--- config.mk ---
export PLATFORM = sky130hd
export DESIGN_NAME = instr_fetch_unit
export DESIGN_NICKNAME = d
export VERILOG_FILES = /design/src/rtl/instr_fetch_unit.sv
export SDC_FILE = /design/constraint.sdc
export NUM_CORES = 1
export LEC_CHECK = 0
export CORE_ASPECT_RATIO = 0.75
export CORE_MARGIN = 3
export CORE_UTILIZATION = 52
export CTS_CLUSTER_DIAMETER = 80
export DETAILED_ROUTE_END_ITERATION = 10
export PLACE_DENSITY = 0.8
export SYNTH_ARGS = -nofsm -noshare
export SYNTH_HDL_FRONTEND = slang
export SYNTH_SLANG_ARGS = --single-unit
--- constraint.sdc ---
create_clock -name clk -period 3.4 [get_ports clk]
set_clock_uncertainty 0.05 [all_clocks]
set_input_delay 0.68 -clock clk [delete_from_list [all_inputs] [get_ports clk]]
set_output_delay 0.68 -clock clk [all_outputs]
set_load 0.005 [all_outputs]
--- src/rtl/instr_fetch_unit.sv ---
// Instruction fetch unit: sequential pc, combinational-read imem, and a 2-entry
// {instr, pc} queue feeding decode, with redirect, halt and misalignment trapping.
module instr_fetch_unit #(
    parameter int unsigned DATA_WIDTH  = 32,
    parameter int unsigned ADDR_W_IMEM = 12,
    parameter logic [31:0] RESET_PC    = 32'h0000_0000
) (
    input  logic                   clk,
    input  logic                   rst_n,
    output logic [ADDR_W_IMEM-1:0] imem_addr,
    input  logic [DATA_WIDTH-1:0]  imem_instr,
    input  logic                   redirect_valid,
    input  logic [31:0]            redirect_pc,
    input  logic                   halt_req,
    output logic                   out_valid,
    input  logic                   out_ready,
    output logic [DATA_WIDTH-1:0]  out_instr,
    output logic [31:0]            out_pc,
    output logic                   fetch_err
);

    typedef enum logic [1:0] {StIdle, StRun, StHalt} state_e;

    state_e                state_q, state_d;
    logic [31:0]           pc_q, pc_d;
    logic                  err_q, err_d;
    logic [DATA_WIDTH-1:0] instr_q [2];
    logic [31:0]           epc_q   [2];
    logic                  rd_ptr_q, wr_ptr_q;
    logic [1:0]            count_q;
    logic                  push, pop, flush, misaligned;

    // Redirects are ignored while IDLE; otherwise they beat halt_req and push.
    always_comb begin
        pop        = (count_q != 2'd0) && out_ready;
        flush      = redirect_valid && (state_q != StIdle);
        misaligned = flush && (redirect_pc[1:0] != 2'b00);
        push       = (state_q == StRun) && !redirect_valid && !halt_req &&
                     ((count_q != 2'd2) || pop);
    end

    always_comb begin
        state_d = state_q;
        err_d   = err_q | misaligned;
        pc_d    = pc_q;
        unique case (state_q)
            StIdle:  state_d = StRun;
            StRun:   if (halt_req) state_d = StHalt;
            StHalt:  if (!halt_req && !err_q) state_d = StRun;
            default: state_d = StIdle;
        endcase
        if (misaligned) state_d = StHalt;
        if (flush) begin
            pc_d = {redirect_pc[31:2], 2'b00};
        end else if (push) begin
            pc_d = pc_q + 32'd4;
        end
    end

    always_ff @(posedge clk or negedge rst_n) begin
        if (!rst_n) begin
            state_q  <= StIdle;
            pc_q     <= RESET_PC;
            err_q    <= 1'b0;
            count_q  <= 2'd0;
            rd_ptr_q <= 1'b0;
            wr_ptr_q <= 1'b0;
            for (int i = 0; i < 2; i++) begin
                instr_q[i] <= '0;
                epc_q[i]   <= '0;
            end
        end else begin
            state_q <= state_d;
            pc_q    <= pc_d;
            err_q   <= err_d;
            if (flush) begin
                count_q  <= 2'd0;
                rd_ptr_q <= 1'b0;
                wr_ptr_q <= 1'b0;
            end else begin
                if (push) begin
                    instr_q[wr_ptr_q] <= imem_instr;
                    epc_q[wr_ptr_q]   <= pc_q;
                    wr_ptr_q          <= ~wr_ptr_q;
                end
                if (pop) rd_ptr_q <= ~rd_ptr_q;
                count_q <= count_q + {1'b0, push} - {1'b0, pop};
            end
        end
    end

    always_comb begin
        imem_addr = pc_q[ADDR_W_IMEM-1:0];
        out_valid = (count_q != 2'd0);
        out_instr = instr_q[rd_ptr_q];
        out_pc    = epc_q[rd_ptr_q];
        fetch_err = err_q;
    end

endmodule

==> results by group <==
Status
  – Outcome: completed

Floorplanning
  – Chip width: 146 um
  – Initial Utilization: roughly 54%
  – Total core area: 0.0140 mm^2
  – Die height: between 100 and 150 um
  – Ports: ~150
  – Die area: 0.0161 mm^2
  – FP Rows: 37

Critical path
  – Slowest-stage cell, CP: buf_4
  – Critical Path Sink Type: output port
  – Crit path largest cell delay: 0.50 ns
  – CP Max Fanout: 41
  – Critical-path cell list: buf_4 -> mux2_2 -> clkdlybuf4s50_1
  – Worst Setup Path Type: flip-flop to output port
  – Req. time, crit path: approximately 2.7 ns
  – CP Launch Type: flip-flop
  – Critical Path AT: 2.18 ns

Global routing
  – Vias in the first global route: 5677
  – Largest net degree at the start of global routing: 70
  – First-pass GRT wire length: 29100 um
  – Antenna violations before repair: 0
  – GR Overflow Total: 0
  – All-layer global routing usage: 22.0%

Synth
  – Synth async-reset ratio: 100%
  – Syn Area/Cell: 12.6 um^2
  – Count of cell types in the netlist: 46
  – Main flop type after synthesis: dfrtp_1
  – Simple-gate portion of the synthesized area: approximately 8.4%
  – Largest family of logic cells by synthesized area: multiplexers
  – Post-synthesis xor/xnor area fraction: less than 1%
  – Synth Instances: 602
  – FF+latch count, synth: 161
  – Mux share of post-synthesis cell area: 27.2%
  – Post-synth EDFFs: 0
  – Post-Synth Adder-Cell Area: 0.493%
  – Register area share after synthesis: 52.9%
  – Post-synthesis compound-gate area fraction: 6.62%
  – Mapped Area: 0.00761 mm^2
  – YS warnings: 0

Detailed routing
  – DRT iter0 DRCs: 451
  – Post-DRT Antenna Nets: 0
  – Vias: approximately 5400
  – Routed length per instance: 18.8 um
  – Routed wire length: 17600 um
  – Post-route DRC violation count: 0
  – Initial DRT Pass Iterations: 5
  – Vias per cell: 5.76

Clock tree
  – Cts repair resizes: 0
  – CTS tree: yes
  – Post-CTS setup buffers: 0
  – Root buffer cell: clkbuf_16
  – Hold buffer count at cts: 0
  – CTS Buffer Depth: 2
  – Worst-skew pair later-pin latency: around 0.42 ns
  – Clk slew on worst S/H paths: about 0.070 ns
  – Sink Count: 161
  – TritonCTS Buffers: 17
  – H-tree depth: 4

STA
  – Final setup TNS: 0 ns
  – Fmax: between 0.3 and 0.4 GHz
  – RSZ-0062 raised after global routing: false
  – Minimum clock period after layout: around 2.9 ns
  – Count of final setup violators: 0
  – Fin. Hold Viols: 0
  – Final slew viol count: 0
  – Final Cycle Share: a little under nine tenths
  – Worst slew margin: 51.4%
  – Worst slew pin tran: 0.723 ns

Placed design
  – Placer Congestion: 0.858
  – Detailed placement HPWL: 11900 um
  – Port-buffer cells: 142

Final layout
  – Share of layout cells above drive strength 1: 31.2%
  – Commonest non-fill, non-tap cell in the layout: mux2_2
  – Commonest cells after routing, fill and taps aside: 179 x mux2_2, 160 x dfrtp_1, 141 x clkdlybuf4s50_1, 33 x nand2_1, 25 x o21ai_0
  – Fill cell count: 1002
  – Area growth, synth to finish: 27.4%
  – Footprint of the multi-input gates: about 0.0033 mm^2
  – # diodes: 0
  – Nets: roughly 800
  – Register area: 0.00403 mm^2

Pwr
  – Power consumption: 0.00593 W
  – Leakage: ~4.4 nW
  – Peak supply drop: between 0.3 and 0.4 mV
  – Power Dens Cells: 611 mW/mm^2

Run
  – Max Cap Viol: 0

Min path
  – Class of the worst hold path: input pin to asynchronous set/reset pin
-- synthesized netlist by cell type, drive strengths merged (7+ instances only) --
cell type / number / area, um^2
a21oi: 7 / 35.0
buf: 34 / 211
clkbuf: 16 / 61.3
dfrtp: 161 / 4030
mux2: 183 / 2060
nand2: 34 / 128
nand3: 23 / 115
nand4: 12 / 75.1
nor2: 18 / 75.1
o21ai: 25 / 125
o311ai: 10 / 87.6
-- cell families (layout without fill, tap and decap cells) --
kind of cell	after synthesis	in the layout
multiplexers	184	184
flip-flops	161	161
AND/OR/NAND/NOR	122	122
AO/OA/AOI/OAI	72	72
buffers and inverters	55	193
XOR/XNOR	4	4
adder cells (fa/ha/maj)	3	3
other	1	4
-- per-layer routing --
layer | GRT usage [%] | vias up | wire (um) | share of wire [%]
met5 | 0 | - | 0 | 0
met4 | 6.45 | 0 | 201 | 1.1
met3 | 5.07 | 20 | 1040 | 5.9
met2 | 35.2 | 206 | 8370 | 48
met1 | 30.2 | 2721 | 8000 | 45
li1 | - | 2456 | - | -
-- per-stage QoR --
step	cells	instance area [um^2]	utilization, %	setup slack [ns]	hold WS (ns)
2_1_floorplan	605	7620	-	0.846	0.334
4_1_cts	938	9700	69.1	0.473	0.218
5_1_grt	938	9700	69.1	0.409	0.239
3_5_place_dp	906	9150	65.2	0.451	0.427
6_report	938	9700	69.1	0.486	0.200
3_3_place_gp	906	9150	65.2	0.551	0.416
-- worst paths after layout --
| path | start | slack [ns] | depth (start not counted) | end |
|---|---|---|---|---|
| max in group asynchronous | rst_n | 2.23 | 2 | epc_q[23] |
| setup reg to reg | pc_q[2] | 0.80 | 6 | pc_q[26] |
| hold reg to reg | epc_q[56] | 0.44 | 1 | epc_q[56] |
| hold / removal | rst_n | 0.20 | 1 | epc_q[51] |
| min in group clk | epc_q[56] | 0.44 | 1 | epc_q[56] |
| setup / recovery | rd_ptr_q | 0.49 | 3 | out_pc[6] |
-- report_power, final --
group / switching, W / internal (W)
Clock: 0.000799 / 0.000968
Sequential: 0.000209 / 0.00223
Combinational: 0.000603 / 0.00112
Total: 0.00161 / 0.00432
-- registers in the layout, summed over array words and instances (netlist names) --
name	flops
rd_ptr_q	1
pc_q	30
instr_q	64
wr_ptr_q	1
epc_q	60
fetch_err	1
count_q	2
state_q	2
-- critical path: cells and delay by family (launching register included) --
family                 cells  cell delay, ns
multiplexers               1            0.44
flip-flops                 1            0.35
buffers and inverters      2            0.95
-- cell type report --
class | instances | share of cell area, %
Clock buffer | 20 | 4.61
Clock inverter | 12 | 1.02
Inverter | 5 | 0.194
Multi-Input combinational cell | 389 | 34.1
Sequential cell | 161 | 41.6
Tap cell | 195 | 2.52
Timing Repair Buffer | 156 | 16.0
No activity file was read; power rests on OpenSTA's default activity.
